<file path="src/rtl/serial_addsub_pkg.sv">
// Shared types for the digit-serial adder/subtractor: FSM encoding and counter sizing.
package serial_addsub_pkg;

  typedef enum logic [1:0] {
    IDLE = 2'd0,
    RUN  = 2'd1,
    DONE = 2'd2
  } state_t;

  // Digit counter width: clog2(WIDTH/DIGIT), never narrower than one bit.
  function automatic int cnt_w(input int width, input int digit);
    int n;
    n = width / digit;
    return ($clog2(n) < 1) ? 1 : $clog2(n);
  endfunction

endpackage

</file>
<file path="src/rtl/serial_addsub_if.sv">
// Start/busy/done request-response bundle for serial_addsub.
interface serial_addsub_if #(
  parameter int WIDTH = 8
);
  logic             start;
  logic [WIDTH-1:0] a;
  logic [WIDTH-1:0] b;
  logic             cin;
  logic             sub;
  logic             busy;
  logic             done;
  logic [WIDTH-1:0] sum;
  logic             cout;
  logic             ovf;

  modport master (output start, a, b, cin, sub, input busy, done, sum, cout, ovf);
  modport slave  (input start, a, b, cin, sub, output busy, done, sum, cout, ovf);
endinterface

</file>
<file path="src/rtl/serial_addsub_digit_adder.sv">
// DIGIT-bit ripple slice: one full-adder cell per bit, purely combinational.
module digit_adder #(
  parameter int DIGIT = 1
) (
  input  logic [DIGIT-1:0] a_d,
  input  logic [DIGIT-1:0] b_d,
  input  logic             c_in,
  output logic [DIGIT-1:0] s_d,
  output logic             c_out
);

  logic [DIGIT:0] c;

  assign c[0] = c_in;

  for (genvar i = 0; i < DIGIT; i++) begin : g_fa
    assign s_d[i]   = a_d[i] ^ b_d[i] ^ c[i];
    assign c[i+1]   = (a_d[i] & b_d[i]) | (c[i] & (a_d[i] ^ b_d[i]));
  end

  assign c_out = c[DIGIT];

endmodule

</file>
<file path="src/rtl/serial_addsub.sv">
// Multi-cycle adder/subtractor: DIGIT bits per clock, LS digit first,
// with signed-overflow detection and back-to-back start from DONE.
module serial_addsub
  import serial_addsub_pkg::*;
#(
  parameter int WIDTH = 8,
  parameter int DIGIT = 1
) (
  input  logic           clk,
  input  logic           rst,
  serial_addsub_if.slave bus
);

  localparam int N  = WIDTH / DIGIT;
  localparam int CW = cnt_w(WIDTH, DIGIT);
  localparam logic [CW-1:0] LAST = CW'(N - 1);

  if (WIDTH < 2 || DIGIT < 1 || (WIDTH % DIGIT) != 0) begin : g_bad_params
    $error("serial_addsub: DIGIT must divide WIDTH and WIDTH must be >= 2");
  end

  state_t st, st_nx;
  logic   accept, last;

  logic [WIDTH-1:0] a_sr, b_sr, acc;
  logic [WIDTH-1:0] b_eff, s_ext, acc_nx;
  logic [CW-1:0]    cnt;
  logic             carry, a_msb, b_msb;
  logic [WIDTH-1:0] sum_q;
  logic             cout_q, ovf_q;
  logic [DIGIT-1:0] s_d;
  logic             c_o;

  always_ff @(posedge clk) begin
    if (rst) st <= IDLE;
    else     st <= st_nx;
  end

  always_comb begin
    st_nx  = st;
    accept = 1'b0;
    last   = 1'b0;
    case (st)
      IDLE: if (bus.start) begin
        st_nx  = RUN;
        accept = 1'b1;
      end
      RUN: if (cnt == LAST) begin
        st_nx = DONE;
        last  = 1'b1;
      end
      DONE: begin
        if (bus.start) begin
          st_nx  = RUN;
          accept = 1'b1;
        end else begin
          st_nx = IDLE;
        end
      end
      default: st_nx = IDLE;
    endcase
  end

  // Subtract folds into add: a + ~b + ~cin.
  assign b_eff = bus.sub ? ~bus.b : bus.b;

  digit_adder #(.DIGIT(DIGIT)) u_slice (
    .a_d   (a_sr[DIGIT-1:0]),
    .b_d   (b_sr[DIGIT-1:0]),
    .c_in  (carry),
    .s_d   (s_d),
    .c_out (c_o)
  );

  // New digit enters at the top of the accumulator; after N shifts it is aligned.
  assign s_ext  = WIDTH'(s_d);
  assign acc_nx = (acc >> DIGIT) | (s_ext << (WIDTH - DIGIT));

  always_ff @(posedge clk) begin
    if (rst) begin
      a_sr   <= '0;
      b_sr   <= '0;
      acc    <= '0;
      cnt    <= '0;
      carry  <= 1'b0;
      a_msb  <= 1'b0;
      b_msb  <= 1'b0;
      sum_q  <= '0;
      cout_q <= 1'b0;
      ovf_q  <= 1'b0;
    end else if (accept) begin
      a_sr  <= bus.a;
      b_sr  <= b_eff;
      carry <= bus.cin ^ bus.sub;
      a_msb <= bus.a[WIDTH-1];
      b_msb <= b_eff[WIDTH-1];
      cnt   <= '0;
    end else if (st == RUN) begin
      a_sr  <= a_sr >> DIGIT;
      b_sr  <= b_sr >> DIGIT;
      carry <= c_o;
      acc   <= acc_nx;
      cnt   <= cnt + CW'(1);
      if (last) begin
        sum_q  <= acc_nx;
        cout_q <= c_o;
        ovf_q  <= (a_msb == b_msb) && (acc_nx[WIDTH-1] != a_msb);
      end
    end
  end

  assign bus.busy = (st == RUN);
  assign bus.done = (st == DONE);
  assign bus.sum  = sum_q;
  assign bus.cout = cout_q;
  assign bus.ovf  = ovf_q;

endmodule
</file>
<file path="src/flat_wrapper.sv">
// flat-port wrapper written by rule: the top's interface ports become plain ports
module serial_addsub_flat import serial_addsub_pkg::*;
#(
  parameter int WIDTH = 8,
  parameter int DIGIT = 1
)
  (clk, rst, bus_start, bus_a, bus_b, bus_cin, bus_sub, bus_busy, bus_done, bus_sum, bus_cout, bus_ovf);
  serial_addsub_if #(.WIDTH(WIDTH)) bus_i ();
  input  logic clk;
  input  logic rst;
  input wire logic [$bits(bus_i.start)-1:0] bus_start;
  input wire logic [$bits(bus_i.a)-1:0] bus_a;
  input wire logic [$bits(bus_i.b)-1:0] bus_b;
  input wire logic [$bits(bus_i.cin)-1:0] bus_cin;
  input wire logic [$bits(bus_i.sub)-1:0] bus_sub;
  output wire logic [$bits(bus_i.busy)-1:0] bus_busy;
  output wire logic [$bits(bus_i.done)-1:0] bus_done;
  output wire logic [$bits(bus_i.sum)-1:0] bus_sum;
  output wire logic [$bits(bus_i.cout)-1:0] bus_cout;
  output wire logic [$bits(bus_i.ovf)-1:0] bus_ovf;
  assign bus_i.start = bus_start;
  assign bus_i.a = bus_a;
  assign bus_i.b = bus_b;
  assign bus_i.cin = bus_cin;
  assign bus_i.sub = bus_sub;
  assign bus_busy = bus_i.busy;
  assign bus_done = bus_i.done;
  assign bus_sum = bus_i.sum;
  assign bus_cout = bus_i.cout;
  assign bus_ovf = bus_i.ovf;
  serial_addsub #(.WIDTH(WIDTH), .DIGIT(DIGIT)) u_core (.clk(clk), .rst(rst), .bus(bus_i));
endmodule
</file>
<file path="config.mk">
export PLATFORM = sky130hd
export DESIGN_NAME = serial_addsub_flat
export DESIGN_NICKNAME = d
export VERILOG_FILES = /design/src/rtl/serial_addsub_pkg.sv /design/src/rtl/serial_addsub_if.sv /design/src/rtl/serial_addsub_digit_adder.sv /design/src/rtl/serial_addsub.sv /design/src/flat_wrapper.sv
export SDC_FILE = /design/constraint.sdc
export NUM_CORES = 1
export LEC_CHECK = 0
export BUFFER_PORTS_ARGS = -buffer_cell sky130_fd_sc_hd__buf_4
export CAP_MARGIN = 20
export CORE_UTILIZATION = 48
export DETAILED_ROUTE_END_ITERATION = 8
export GPL_TIMING_DRIVEN = 0
export PLACE_DENSITY = 0.74
export SYNTH_ARGS = -nofsm -noshare
export SYNTH_HDL_FRONTEND = slang
export SYNTH_SLANG_ARGS = --single-unit
export TNS_END_PERCENT = 10
</file>
<file path="constraint.sdc">
create_clock -name clk -period 1.5 [get_ports clk]
set_clock_uncertainty 0.05 [all_clocks]
set_input_delay 0.45 -clock clk [delete_from_list [all_inputs] [get_ports clk]]
set_output_delay 0.45 -clock clk [all_outputs]
set_load 0.01 [all_outputs]
</file>
==> results.sh, run 1 <==
export IMPL_max_cap_viol_count=0
export IMPL_critical_path_max_fanout=4
export IMPL_place_ws_ns=-0.0583
export IMPL_io_pins=33
export IMPL_tns_ns=-0.0549
export IMPL_final_nets=261
export IMPL_first_pass_iters=4
export IMPL_worst_pin_slew_ns=0.523
export IMPL_drive_gt1_frac=0.261
export IMPL_r2r_slack_ns=0.04
export IMPL_avgSynthCellArea_um2=8.69
export IMPL_fp_dieH_um=61.9
export IMPL_r2r_start="u_core.a_sr[0]"
export IMPL_holdWs_ns=0.326
export IMPL_insertion_delay_ns=0.35
export IMPL_p_leak_nw=0.848
export IMPL_min_path_type="primary input to flop"
export IMPL_r2r_end="u_core.bus.ovf"
export IMPL_antenna_found_initial=0
export IMPL_overflow=0
export IMPL_die_w_um=61.9
export IMPL_wl_um=3600
export IMPL_finalWorstSetupSlack_ns=-0.0401
export IMPL_cts_tree="done"
export IMPL_grt_use_total=0.203
export IMPL_status="finished with violations"
export IMPL_violations="negative setup slack"
export IMPL_gp_congestion=0.744
export IMPL_postRouteAntennaNets=0
export IMPL_htree_levels=2
export IMPL_yosys_warnings=0
export IMPL_critPathArrivalTime_ns=1.04
export IMPL_maxSlewViolCount=0
export IMPL_finalSetupViolCount=2
export IMPL_num_vias=1467
export IMPL_diodes=0
export IMPL_fin_crit_ns=1.54
export IMPL_n_fill_cell=316
export IMPL_cts_sinks=41
export IMPL_cp_start_kind="flop"
export IMPL_mostFrequentLayoutCell="dfxtp_1"
export IMPL_grt_max_degree=15
export IMPL_areaGrowthSynthToFinish_pct=23.3
export IMPL_rr_worst_depth=4
export IMPL_synth_area_um2=1720
export IMPL_final_hold_violation_count=0
export IMPL_clkTransAtPathRegs_ns=0.11
export IMPL_grt_pass1_wl_um=5440
export IMPL_relSlewSlack=0.651
export IMPL_rsz0062_at_grt="true"
export IMPL_cts_root_buf="clkbuf_4"
export IMPL_cp_required_ns=1.00
export IMPL_synth_distinct_cells=30
export IMPL_core_area_um2=3390
export IMPL_final_cell_mix="dfxtp_1 (37), buf_4 (35), nand2_1 (33)"
export IMPL_holdCritStartpoint="rst"
export IMPL_cp_end_kind="primary output"
export IMPL_worst_setup_path_type="flop to primary output"
export IMPL_port_buffers=30
export IMPL_cts_made_buffers=5
export IMPL_drc=0
export IMPL_grt_pass1_vias=1214
export IMPL_ir_worst_vdd_mv=0.601
export IMPL_dp_hpwl_um=2510
export IMPL_rows=21
export IMPL_drtIter0Drc=41
export IMPL_synth_nets=222
export IMPL_synth_cells=198
export IMPL_fin_total_pwr_mw=2.06
export IMPL_start_util=0.508
export IMPL_synth_yosys_seq_area_share=0.477
export IMPL_die_area_um2=3830
export IMPL_wl_per_cell_um=12.7
export IMPL_finalCritPeriodShare=1.03
export IMPL_whs_endpoint="u_core.a_sr[3]"
export IMPL_synth_seq_cells=41
export IMPL_clock_path_buffers=2
export IMPL_worstSetupStartpoint="u_core.st[0]"
export IMPL_clock_fmax_ghz=0.649
export IMPL_hold_path_depth=2
export IMPL_vias_per_cell=5.17
export IMPL_p_per_area_nw_per_um2=969
-- synthesized netlist by cell type --
| library cell | count | area (µm²) |
|---|---|---|
| nand3b_1 | 1 | 7.51 |
| ha_1 | 2 | 25.0 |
| clkbuf_2 | 1 | 5.00 |
| buf_4 | 4 | 30.0 |
| nand2b_1 | 2 | 12.5 |
| and3b_1 | 1 | 8.76 |
| nand2_2 | 1 | 6.26 |
| nand3_1 | 14 | 70.1 |
| nor3b_1 | 1 | 7.51 |
| nor2b_1 | 1 | 6.26 |
| buf_6 | 1 | 11.3 |
| buf_8 | 1 | 15.0 |
| clkinv_4 | 1 | 8.76 |
| mux2i_1 | 3 | 30.0 |
| o21a_1 | 1 | 7.51 |
| a311oi_1 | 3 | 26.3 |
| xor2_1 | 9 | 78.8 |
| fa_1 | 1 | 20.0 |
| a22oi_1 | 4 | 30.0 |
| a21oi_1 | 24 | 120 |
| o22ai_1 | 7 | 43.8 |
| buf_2 | 6 | 30.0 |
| nor3_1 | 19 | 95.1 |
| a311oi_2 | 1 | 15.0 |
| xnor2_1 | 1 | 8.76 |
| nand2_1 | 33 | 124 |
| clkbuf_1 | 6 | 22.5 |
| and2b_1 | 1 | 7.51 |
| nor2_1 | 7 | 26.3 |
| dfxtp_1 | 41 | 821 |
-- timing repair --
action / 4_1_cts / 5_1_grt
setup endpoints to repair: 5 / 5
pin swaps: 1 / 3
buffers inserted: 2 / 2
hold buffers: 0 / 0
resized for setup: 11 / 6
-- registers in the layout, indices dropped and copies added, names as in the netlist, 2 cells and up --
| name | count |
|---|---|
| u_core.bus.sum | 8 |
| u_core.st | 2 |
| u_core.b_sr | 8 |
| u_core.acc | 7 |
| u_core.cnt | 3 |
| u_core.a_sr | 8 |
-- routing by layer --
layer	part of all wire	GRT usage
met5	0	0
met3	0.043	0.0621
met2	0.47	0.335
met1	0.47	0.255
met4	0.013	0.0667
-- critical path, stage by stage, from the launching register on --
cell and delay, ns:
dfxtp_4 0.39, and2b_1 0.19, buf_6 0.11
-- where the power goes --
| group | switching [mW] | internal [mW] |
|---|---|---|
| clock network | 0.337 | 0.187 |
| logic | 0.179 | 0.171 |
| registers | 0.0369 | 1.14 |
| total | 0.553 | 1.50 |
-- logic make-up (layout without fill, tap and decap cells) --
group           after synthesis  in the layout  share of synthesized area
xor+xnor                     10             10                     0.0509
simple gates                 81             81                      0.216
flops                        41             41                      0.477
fa+ha+maj                     3              3                     0.0262
buf+inv                      20             60                     0.0713
mux                           3              3                     0.0175
compound gates               40             40                      0.141
-- area by class of cell --
class,count,area [µm²],share of cell area
plain buffers,17,105,0.0495
clock buffers,8,48.8,0.0230
inverters,1,16.3,0.00767
multi-input cells,137,803,0.379
flip-flops and latches,41,828,0.390
well taps,46,57.6,0.0271
repair buffers,34,263,0.124
-- how the worst max path moves through the flow --
stage	endpoint	slack (ns)	cells past startpoint
3_5_place_dp	u_core.bus.ovf	-0.06	4
2_1_floorplan	u_core.bus.ovf	0.06	4
6_report	bus_done	-0.04	2
3_3_place_gp	u_core.bus.ovf	-0.06	4
4_1_cts	bus_busy	-0.09	4
5_1_grt	bus_done	-0.08	2
-- through the flow --
stage	cells	util	area [µm²]
after global placement	274	0.591	2000
after detailed placement	274	0.591	2000
after CTS	283	0.618	2090
after floorplan	198	-	1720
after global routing	284	0.626	2120
final	284	0.626	2120
Power figures use the tool's default switching activity.
==> inputs of run 2 (changes only) <==
--- a/config.mk
+++ b/config.mk
@@ -6,11 +6,11 @@
 export NUM_CORES = 1
 export LEC_CHECK = 0
 export BUFFER_PORTS_ARGS = -buffer_cell sky130_fd_sc_hd__buf_4
-export CAP_MARGIN = 20
-export CORE_UTILIZATION = 48
+export CORE_UTILIZATION = 45
 export DETAILED_ROUTE_END_ITERATION = 8
 export GPL_TIMING_DRIVEN = 0
-export PLACE_DENSITY = 0.74
+export PLACE_DENSITY = 0.7
+export SLEW_MARGIN = 5
 export SYNTH_ARGS = -nofsm -noshare
 export SYNTH_HDL_FRONTEND = slang
 export SYNTH_SLANG_ARGS = --single-unit
==> results.sh, run 2 (synthesized netlist as in run 1, its figures left out) <==
export IMPL_placed_cells=276
export IMPL_clock_path_buffers=2
export IMPL_hold_path_depth=2
export IMPL_p_leak_nw=0.869
export IMPL_num_vias=1481
export IMPL_cts_root_buf="clkbuf_8"
export IMPL_finalSetupViolCount=2
export IMPL_final_nets=262
export IMPL_rr_worst_depth=4
export IMPL_port_buffers=30
export IMPL_insertion_delay_ns=0.29
export IMPL_vias_per_cell=5.16
export IMPL_rows=22
export IMPL_grt_max_degree=15
export IMPL_n_fill_cell=361
export IMPL_finalCritPeriodShare=1.01
export IMPL_final_cell_mix="dfxtp_1 (38), buf_4 (34), nand2_1 (33)"
export IMPL_start_util=0.470
export IMPL_grt_pass1_wl_um=6150
export IMPL_cp_end_kind="primary output"
export IMPL_cts_sinks=41
export IMPL_stdcell_count=287
export IMPL_tns_ns=-0.0215
export IMPL_ir_worst_vdd_mv=0.587
export IMPL_htree_levels=2
export IMPL_dp_hpwl_um=2550
export IMPL_die_w_um=63.8
export IMPL_gp_congestion=0.748
export IMPL_clock_fmax_ghz=0.657
export IMPL_cts_tree="done"
export IMPL_cts_made_buffers=5
export IMPL_status="finished with violations"
export IMPL_io_pins=33
export IMPL_diodes=0
export IMPL_critical_path_max_fanout=2
export IMPL_wl_per_cell_um=12.8
export IMPL_mostFrequentLayoutCell="dfxtp_1"
export IMPL_core_area_um2=3660
export IMPL_rsz0062_at_grt="true"
export IMPL_drc=0
export IMPL_drtIter0Drc=101
export IMPL_relSlewSlack=0.630
export IMPL_die_area_um2=4070
export IMPL_areaGrowthSynthToFinish_pct=25.5
export IMPL_grt_pass1_vias=1366
export IMPL_fin_crit_ns=1.52
export IMPL_place_ws_ns=-0.0388
export IMPL_cp_start_kind="flop"
export IMPL_fp_dieH_um=63.8
export IMPL_design_area_um2=2160
export IMPL_postRouteAntennaNets=0
export IMPL_drive_gt1_frac=0.268
export IMPL_violations="negative setup slack"
export IMPL_overflow=0
export IMPL_postPlaceCellArea_um2=2010
export IMPL_cp_required_ns=1.00
export IMPL_cts_hold_buffers=0
export IMPL_grt_use_total=0.196
export IMPL_holdWs_ns=0.383
export IMPL_final_hold_violation_count=0
export IMPL_worst_setup_path_type="flop to primary output"
export IMPL_antenna_found_initial=0
export IMPL_clkTransAtPathRegs_ns=0.08
export IMPL_p_per_area_nw_per_um2=1030
export IMPL_critPathArrivalTime_ns=1.02
export IMPL_finalWorstSetupSlack_ns=-0.0212
export IMPL_wl_um=3670
export IMPL_max_cap_viol_count=0
export IMPL_min_path_type="primary input to flop"
export IMPL_first_pass_iters=4
export IMPL_worst_pin_slew_ns=0.555
export IMPL_maxSlewViolCount=0
-- run 2: per-layer routing --
layer | global-route usage | part of all wire | vias to the layer above | routed length (µm)
li1 | - | - | 758 | -
met2 | 0.322 | 0.45 | 38 | 1660
met4 | 0.0938 | 0.017 | 0 | 63
met5 | 0 | 0 | - | 0
met3 | 0.0429 | 0.044 | 7 | 162
met1 | 0.241 | 0.49 | 678 | 1790
-- run 2: area by class of cell --
type,count,area (µm²),area share
inverter,1,16.3,0.00753
sequential,41,825,0.382
multi-input combinational,137,792,0.367
timing repair buffer,34,267,0.123
clock inverter,3,17.5,0.00811
clock buffer,5,68.8,0.0319
buffer,18,114,0.0527
tap,48,60.1,0.0278
-- run 2: repair_timing --
| item | 4_1_cts | 5_1_grt |
|---|---|---|
| pin swaps | 1 | 0 |
| gates resized for setup | 8 | 6 |
| endpoints found under the setup margin | 4 | 15 |
| setup buffers | 4 | 0 |
-- run 2: report_power, final --
part | total (mW) | leakage, nW | switching [mW] | internal (mW)
clock network | 0.702 | 0.0439 | 0.381 | 0.321
registers | 1.18 | 0.336 | 0.0345 | 1.14
logic | 0.340 | 0.489 | 0.177 | 0.163
-- run 2: critical path: stages, from the launching register on --
cell      delay, ns
dfxtp_2        0.34
nand2b_4       0.12
buf_6          0.11
clkinv_8       0.04
buf_6          0.11
-- run 2: stage by stage --
step / util / total power [mW]
global placement: 0.548 / 1.52
CTS: 0.586 / 2.24
finish: 0.590 / 2.22
floorplan: - / 1.42
detailed placement: 0.548 / 1.52
global route: 0.590 / 2.33
-- run 2: final timing paths --
path | endpoint | slack [ns] | start
setup / recovery | bus_busy | -0.02 | u_core.st[1]
hold reg to reg | u_core.bus.sum[3] | 0.41 | u_core.bus.sum[3]
hold / removal | u_core.a_sr[3] | 0.38 | rst
setup reg to reg | u_core.bus.ovf | 0.01 | u_core.carry
